===== config.mk =====
export PLATFORM = sky130hd
export DESIGN_NAME = uart_tx_arb
export DESIGN_NICKNAME = d
export VERILOG_FILES = /design/src/rtl/uart_pkg.sv /design/src/rtl/rr_pick.sv /design/src/rtl/uart_tx_arb.sv
export SDC_FILE = /design/constraint.sdc
export NUM_CORES = 1
export LEC_CHECK = 0
export CAP_MARGIN = 20
export CORE_ASPECT_RATIO = 1.1
export CORE_MARGIN = 5
export CORE_UTILIZATION = 51
export DETAILED_ROUTE_END_ITERATION = 8
export PLACE_DENSITY = 0.87
export RECOVER_POWER = 25
export SLEW_MARGIN = 10
export SYNTH_ARGS = -nofsm -noshare
export SYNTH_HDL_FRONTEND = slang
export SYNTH_HIERARCHICAL = 1
export SYNTH_SLANG_ARGS = --single-unit

===== constraint.sdc =====
create_clock -name clk -period 2.8 [get_ports clk]
set_clock_uncertainty 0.2 [all_clocks]
set_input_delay 0.7 -clock clk [delete_from_list [all_inputs] [get_ports clk]]
set_output_delay 0.7 -clock clk [all_outputs]
set_load 0.01 [all_outputs]

===== src/rtl/uart_pkg.sv =====
// Shared types and widths for the UART transmit-side arbiter.
// Imported by the arbiter and any future shared-UART consumers.
package uart_pkg;

    localparam int BYTE_W    = 8;
    localparam int GAP_CNT_W = 16;
    localparam int WD_CNT_W  = 20;

    typedef enum logic [1:0] {
        S_IDLE,
        S_LAUNCH,
        S_WAIT_END,
        S_GAP
    } arb_state_e;

endpackage


===== src/rtl/rr_pick.sv =====
// Combinational first-set search starting at a rotating pointer.
// Returns the first asserted request at or after ptr, wrapping modulo N.
module rr_pick #(
    parameter int N = 4
) (
    input  logic [N-1:0]         req,
    input  logic [$clog2(N)-1:0] ptr,
    output logic                 any,
    output logic [$clog2(N)-1:0] idx
);

    localparam int W = $clog2(N);

    logic [W:0]   sum;
    logic [W-1:0] pos;

    // Walk offsets from farthest to nearest so the nearest set bit wins.
    always_comb begin
        any = |req;
        idx = '0;
        sum = '0;
        pos = '0;
        for (int k = N - 1; k >= 0; k--) begin
            sum = {1'b0, ptr} + (W+1)'(k);
            if (sum >= (W+1)'(N)) begin
                sum = sum - (W+1)'(N);
            end
            pos = sum[W-1:0];
            if (req[pos]) begin
                idx = pos;
            end
        end
    end

endmodule


===== src/rtl/uart_tx_arb.sv =====
// Round-robin arbiter sharing one uart_tx among N_REQ byte producers,
// with optional inter-frame gap and an end-of-frame watchdog.
module uart_tx_arb
    import uart_pkg::*;
#(
    parameter int N_REQ       = 4,
    parameter int GAP_CYC     = 0,
    parameter int TIMEOUT_CYC = 65535
) (
    input  logic                       clk,
    input  logic                       rst,
    input  logic [N_REQ-1:0]           req_valid,
    input  logic [BYTE_W*N_REQ-1:0]    req_data,
    output logic [N_REQ-1:0]           req_ready,
    output logic [BYTE_W-1:0]          tx_data,
    output logic                       en_tx,
    input  logic                       tx_d_end,
    output logic [$clog2(N_REQ)-1:0]   grant_id,
    output logic                       busy,
    output logic                       err_timeout
);

    localparam int IDW = $clog2(N_REQ);

    localparam logic [GAP_CNT_W-1:0] GAP_LAST = GAP_CNT_W'(GAP_CYC - 1);
    localparam logic [WD_CNT_W-1:0]  WD_LAST  = WD_CNT_W'(TIMEOUT_CYC - 1);
    localparam logic [IDW-1:0]       ID_LAST  = IDW'(N_REQ - 1);

    arb_state_e          state_q, state_d;
    logic [IDW-1:0]      rr_ptr_q, rr_ptr_d;
    logic [IDW-1:0]      grant_q, grant_d;
    logic [BYTE_W-1:0]   tx_data_q, tx_data_d;
    logic [GAP_CNT_W-1:0] gap_q, gap_d;
    logic [WD_CNT_W-1:0] wd_q, wd_d;
    logic                en_tx_q;
    logic                busy_q;
    logic                err_q, err_d;
    logic                fin;
    logic                pick_any;
    logic [IDW-1:0]      pick_idx;
    logic [IDW-1:0]      grant_next;

    rr_pick #(
        .N(N_REQ)
    ) u_pick (
        .req(req_valid),
        .ptr(rr_ptr_q),
        .any(pick_any),
        .idx(pick_idx)
    );

    assign grant_next = (grant_q == ID_LAST) ? '0 : grant_q + 1'b1;

    always_comb begin
        req_ready = '0;
        if (state_q == S_IDLE && pick_any && !rst) begin
            req_ready[pick_idx] = 1'b1;
        end
    end

    // The watchdog holds cycles elapsed since en_tx, so it reads k at L+k.
    always_comb begin
        state_d   = state_q;
        rr_ptr_d  = rr_ptr_q;
        grant_d   = grant_q;
        tx_data_d = tx_data_q;
        gap_d     = gap_q;
        wd_d      = wd_q;
        err_d     = 1'b0;
        fin       = 1'b0;
        unique case (state_q)
            S_IDLE: begin
                if (pick_any) begin
                    tx_data_d = req_data[BYTE_W*pick_idx +: BYTE_W];
                    grant_d   = pick_idx;
                    state_d   = S_LAUNCH;
                end
            end
            S_LAUNCH: begin
                wd_d = WD_CNT_W'(1);
                if (TIMEOUT_CYC == 1) begin
                    err_d = 1'b1;
                    fin   = 1'b1;
                end else begin
                    state_d = S_WAIT_END;
                end
            end
            S_WAIT_END: begin
                wd_d = wd_q + 1'b1;
                if (tx_d_end) begin
                    fin = 1'b1;
                end else if (wd_q == WD_LAST) begin
                    err_d = 1'b1;
                    fin   = 1'b1;
                end
            end
            S_GAP: begin
                if (gap_q == GAP_LAST) begin
                    state_d = S_IDLE;
                end else begin
                    gap_d = gap_q + 1'b1;
                end
            end
            default: state_d = S_IDLE;
        endcase
        if (fin) begin
            rr_ptr_d = grant_next;
            gap_d    = '0;
            state_d  = (GAP_CYC > 0) ? S_GAP : S_IDLE;
        end
    end

    always_ff @(posedge clk) begin
        if (rst) begin
            state_q   <= S_IDLE;
            rr_ptr_q  <= '0;
            grant_q   <= '0;
            tx_data_q <= '0;
            gap_q     <= '0;
            wd_q      <= '0;
            en_tx_q   <= 1'b0;
            busy_q    <= 1'b0;
            err_q     <= 1'b0;
        end else begin
            state_q   <= state_d;
            rr_ptr_q  <= rr_ptr_d;
            grant_q   <= grant_d;
            tx_data_q <= tx_data_d;
            gap_q     <= gap_d;
            wd_q      <= wd_d;
            en_tx_q   <= (state_d == S_LAUNCH);
            busy_q    <= (state_d != S_IDLE);
            err_q     <= err_d;
        end
    end

    assign tx_data     = tx_data_q;
    assign en_tx       = en_tx_q;
    assign grant_id    = grant_q;
    assign busy        = busy_q;
    assign err_timeout = err_q;

endmodule


======== Word-level counts from Yosys, hierarchy flattened ========
Index checks and enable logic that the tools add are counted.
W data, S select, Z words.
storage, ports and cells
  input port bits ......................... 39
  output and inout port bits .............. 17
  word-level logic and storage cells ...... 79
  flip-flop bits (word level) ............. 53
operators by class
  bitwise logic cells ..................... 2
  magnitude comparators ................... 10
  muxes and demuxes ....................... 28
  add/subtract/negate cells ............... 10
  shift operators ......................... 1
  reduce and logical (&&, ||, !) cells .... 12
  equality and inequality tests ........... 7
operator list
  cell                     number
  $pmux W20 S2             1
  $shiftx A32 B6 Y8        1
  $mux W2                  12
  $add A20 B1 Y20 const B  1
  $eq A20 B16 Y1 const B   1
  $add A16 B1 Y16 const B  1
  $eq A16 B16 Y1 const B   1
  $lt A2 B3 Y1 const B     5
  $ge A3 B3 Y1 const B     3
  $bmux W1 S2              4
  $mux W1                  8
  $sub A2 B1 Y2 const B    4
  $add A2 B2 Y3 const B    2
  $eq A2 B2 Y1 const B     3
  $pmux W2 S3              1
  $eq A2 B1 Y1 const B     2
  $mux W4                  1
  $reduce_and A2 Y1        2
  $reduce_bool A2 Y1       2
  $reduce_or A4 Y1         1
  $add A2 B1 Y3 const B    1
  $ge A2 B3 Y1 const B     1
  $logic_and A1 B1 Y1      3
  $reduce_or A3 Y1         1
  7 further kinds          8

======== Longest topological paths before layout ========
  depth after elaboration ................. 14
  depth in mapped cells ................... 8
  mapped depth without buffers ............ 7

======== By module ========
The synthesis kept the hierarchy.
modules (own cells, without submodules)
  module       area an instance (µm²)  cells each  sequential area each (µm²)  instances
  uart_tx_arb  2610.0                  295         1061.0                      1
  rr_pick      77.6                    13          0.0                         1

======== Least setup slack after synthesis ========
OpenSTA, ideal clock, no wires.
  path kind ............................... input to output
  start point ............................. input port req_valid[1]
  end point ............................... output port req_ready[2]
  stages .................................. 5
  arrival ................................. 1.927 ns
  setup slack ............................. -0.027 ns
  path buffers ............................ 1
  data required time ...................... 1.900 ns
  cells stage by stage .................... nor3b_1 -> a211oi_1 -> nor2_1 -> clkbuf_1 -> nor4b_1
on the way
  cells in the longest elaborated chain, start to end .. 11
  elaborated cells between the ends (all ways) .. 21
  classes of those cells .................. order compare: 2; mux: 15; reduce/logical: 4
ends and longest elaborated chain
  what                                                                       RTL line           text
  start: declaration                                                         uart_tx_arb.sv:12  input logic [N_REQ-1:0] req_valid,
  $bmux W1 S2                                                                rr_pick.sv:29      if (req[pos]) begin
  $mux W1 (implied by the code)                                              rr_pick.sv:29
  $mux W2 (3 in series)                                                      rr_pick.sv:29
  $mux W2 (*)                                                                rr_pick.sv:29
  net pick_idx[1]                                                            uart_tx_arb.sv:40  logic [IDW-1:0] pick_idx;
  $lt A2 B3 Y1 (implied by the code) / $ge A2 B1 Y1 (equally long branches)  uart_tx_arb.sv:57  req_ready[pick_idx] = 1'b1;
  $logic_and A1 B1 Y1 (implied by the code)                                  uart_tx_arb.sv:57
  $mux W1 (implied by the code)                                              uart_tx_arb.sv:57
  $demux W1 S2 (*)                                                           uart_tx_arb.sv:57
  $mux W4 (*)                                                                uart_tx_arb.sv:56  if (state_q == S_IDLE && pick_any && !rst) begin
  end: declaration                                                           uart_tx_arb.sv:14  output logic [N_REQ-1:0] req_ready,
The timed path passes the listed nets; every way through them passes the cells marked *. The select of a mux whose other input is x is not followed.

======== Final worst setup path ========
  start point ............................. input port req_valid[0]
  end point ............................... output port req_ready[1]
The elaborated chain is that of the path after synthesis.

==> impl_metrics.ini <==
[route]
drtIter0Drc = 128
drc_errors = 0
wl_um = 6880
vias_per_cell = 5.71
wl_per_cell_um = 15.7
vias = 2496
drtAntennaViolNets = 0
first_pass_iters = 6

[synthesis]
syn_area_per_cell_um2 = 8.73
synth_compound_area_share_pct = 7.91
synth_area_um2 = 2690
ys_seq_elements = 53
ys_types = 42
syn_nets = 355
synth_seq_area_share_pct = 39.5
synth-xor-area-share_pct = 8.80
synth_mux_area_share_pct = 7.82
synth_top_family_by_area = simple AND/OR/NAND/NOR gates
yosysWarnings = 6
synthAdderAreaFrac_pct = 3.72
synth_cells = 308
synth-simple-area-share_pct = 29.4

[place]
io_buffers = 55
post-dp-hpwl_um = 4800
place_inst = 427
dp_worst_setup_slack_ps = -709
dpl_cell_area_um2 = 3390
place_congestion = 0.877

[hold_path]
holdPathEnd = tx_data[6]
min_path_type = flop to flop
hold_path_depth = 2
hold_start = tx_data[6]

[layout]
areaGrowthSynthToFinish_pct = 32.3
antennaDiodeCount = 0
multi_input_area_um2 = 1630
drive_gt1_share_pct = 15.8
final_core_util_pct = 70.1
fill_cells = 404
nNetsFinal = 425
ff_latch_area_um2 = 1060
stdcell_count = 437
stdcell_area_um2 = 3550

[global_routing]
gr-usage-all-layers_pct = 19.6
grt_pass1_wl_um = 10700
grt_pass1_vias = 2325
grt_max_degree = 21
global_route.overflow_total = 0
antenna_found_initial = 0

[worst_setup_path]
worstSetupEndpointType = output port
worst_ep_arrival_time_ps = 1860
cp_cell_sequence = clkdlybuf4s15_1 -> buf_4 -> a211oi_4 -> buf_4 -> nor4b_4 -> buf_2
path_class = input pin to output port
cp_common_cell = buf_4
critPathSlowestCell = a211oi_4
reg2reg_depth = 6
worstPathRequired_ps = 1900
start_kind = input pin
max_stage_delay_ps = 280
worst-r2r-setup-slack_ps = 360
crit-reg2reg-capture = gap_q[7]
r2r-start = wd_q[6]
cp_max_fo = 4

[sta]
period_minus_slack_ps = 2760
fin_hold_ws_ps = 254
drv_slew = 0
slew_headroom_pct = 42.0
max_clock_freq_mhz = 362
worstMarginPinSlew_ps = 870
fin_tns_setup_ps = 0
hold_violations = 0
finalCritPeriodShare_pct = 98.5
setup_ws_ps = 41.3
setup_viol = 0

[power_and_ir_drop]
p_clk_share_pct = 24.0
intPower_mw = 1.33
p_sw_mw = 0.617
p_leak_nw = 1.28
power_mw = 1.95
ir_drop_v = 0.000507
switching_share_pct = 31.7
sequentialPowerShare_pct = 44.5
p_per_area_nw_per_um2 = 548
power_frac_comb_pct = 31.4

[floorplan]
die_h_um = 86.1
ios = 56
initial_core_util_pct = 53.0
row_count = 27
dieArea_um2 = 6820
dieWidth_um = 79.2
core_area_um2 = 5070

[clock_network]
cts.sinks = 53
path_clk_slew_ps = 90
hold_buffers = 0
clkLatencyLatePin_ps = 310
numCtsBuffers = 5
cts_buffer_depth = 2
h-tree-depth = 2
cts_tree = yes
clockRootBuffer = clkbuf_8

[run]
cap_violations = 0

[status]
status = completed
worst max-delay path by stage:
stage / endpoint / cells after the start / slack [ps] / from
2_1_floorplan: req_ready[2] / 5 / -30 / req_valid[1]
3_3_place_gp: req_ready[1] / 6 / -680 / req_valid[3]
3_5_place_dp: req_ready[0] / 7 / -710 / req_valid[2]
4_1_cts: req_ready[2] / 7 / 3 / req_valid[2]
5_1_grt: req_ready[2] / 5 / -20 / rr_ptr_q[1]
6_report: req_ready[1] / 6 / 40 / req_valid[0]
critical path, delay by kind of cell:
family | cells | cell delay (ps)
AOI/OAI and AO/OA | 1 | 280
buffers and inverters | 4 | 720
and+or+nand+nor | 1 | 170
routing by layer:
| metal | part of all wire [%] | track usage (%) |
|---|---|---|
| met1 | 40 | 23.1 |
| met5 | 0 | 0 |
| met4 | 3.1 | 7.81 |
| met3 | 4.3 | 4.10 |
| met2 | 53 | 34.5 |
sequential cells by signal, indices dropped and copies added, names as in the netlist:
register and count:
busy 1, grant_id 2, en_tx 1, rr_ptr_q 2
wd_q 20, gap_q 16, err_timeout 1, state_q 2
tx_data 8
timing repair:
item | CTS | global route
gates resized for setup | 33 | 17
pin swaps | 4 | 7
setup endpoints to repair | 4 | 4
setup buffers | 2 | 0
power groups by stage:
stage,logic [mW],registers [mW],clock network (mW)
after detailed placement,0.581,0.880,0
after floorplan,0.315,0.894,0
final,0.612,0.867,0.468
after global routing,0.663,0.875,0.513
after global placement,0.564,0.876,0
after CTS,0.595,0.864,0.474
cells in the mapped netlist:
cell       number  area share (%)
xor2_1         16             5.2
mux2i_1         3             1.1
buf_1           1            0.14
and4b_1         1            0.37
nand4_2         2            0.93
nand3b_1        1            0.28
o21ai_0         3            0.56
and4_1          2            0.65
nor3b_2         1            0.47
nor3b_1         2            0.56
a21oi_1        22             4.1
nand4_1        12             2.8
a211oi_1        4             1.1
a31oi_1         1            0.23
a2bb2oi_1       1            0.33
clkbuf_1        6            0.84
or2_2           3            0.70
nand3_1        12             2.2
or3_1           4            0.93
nor3_1          7             1.3
a221oi_2        1            0.56
nor2_2          2            0.47
nand2b_1        4            0.93
a21o_1          1            0.28
inv_1           7            0.98
buf_2           2            0.37
buf_4           2            0.56
or4_4           1            0.42
nor2_1         48             6.7
xnor2_1        11             3.6
a211oi_2        1            0.47
nor4_1          6             1.4
dfxtp_1        53              39
nor4_2          1            0.47
nor2b_1         1            0.23
mux4_2          8             6.7
and3_1          5             1.2
and2_1          1            0.23
ha_1            8             3.7
nand2_1        37             5.2
a22oi_1         1            0.28
nor4b_1         3            0.98
final cells by class:
type	count	share of cell area, %
repair buffers	74	18.5
clock buffers	7	2.71
well taps	58	2.04
inverters	7	0.739
clock inverters	1	0.141
multi-input cells	237	45.9
flip-flops and latches	53	29.9
cell usage in the layout (no fill, tap or decap), types with 11 or more instances in the layout:
cell type | Yosys | routed
xnor2_1 | 11 | 11
buf_4 | 2 | 14
dfxtp_1 | 53 | 51
xor2_1 | 16 | 16
nor2_1 | 48 | 45
nand2_1 | 37 | 37
a21oi_1 | 22 | 21
clkdlybuf4s50_1 | 0 | 47
nand4_1 | 12 | 13
nand3_1 | 12 | 12
cells by family after synthesis:
family / after synthesis
fa+ha+maj: 8
compound gates: 35
buf+inv: 18
flops: 53
mux: 11
simple gates: 156
xor+xnor: 27
No activity file was read; power rests on OpenSTA's default activity.
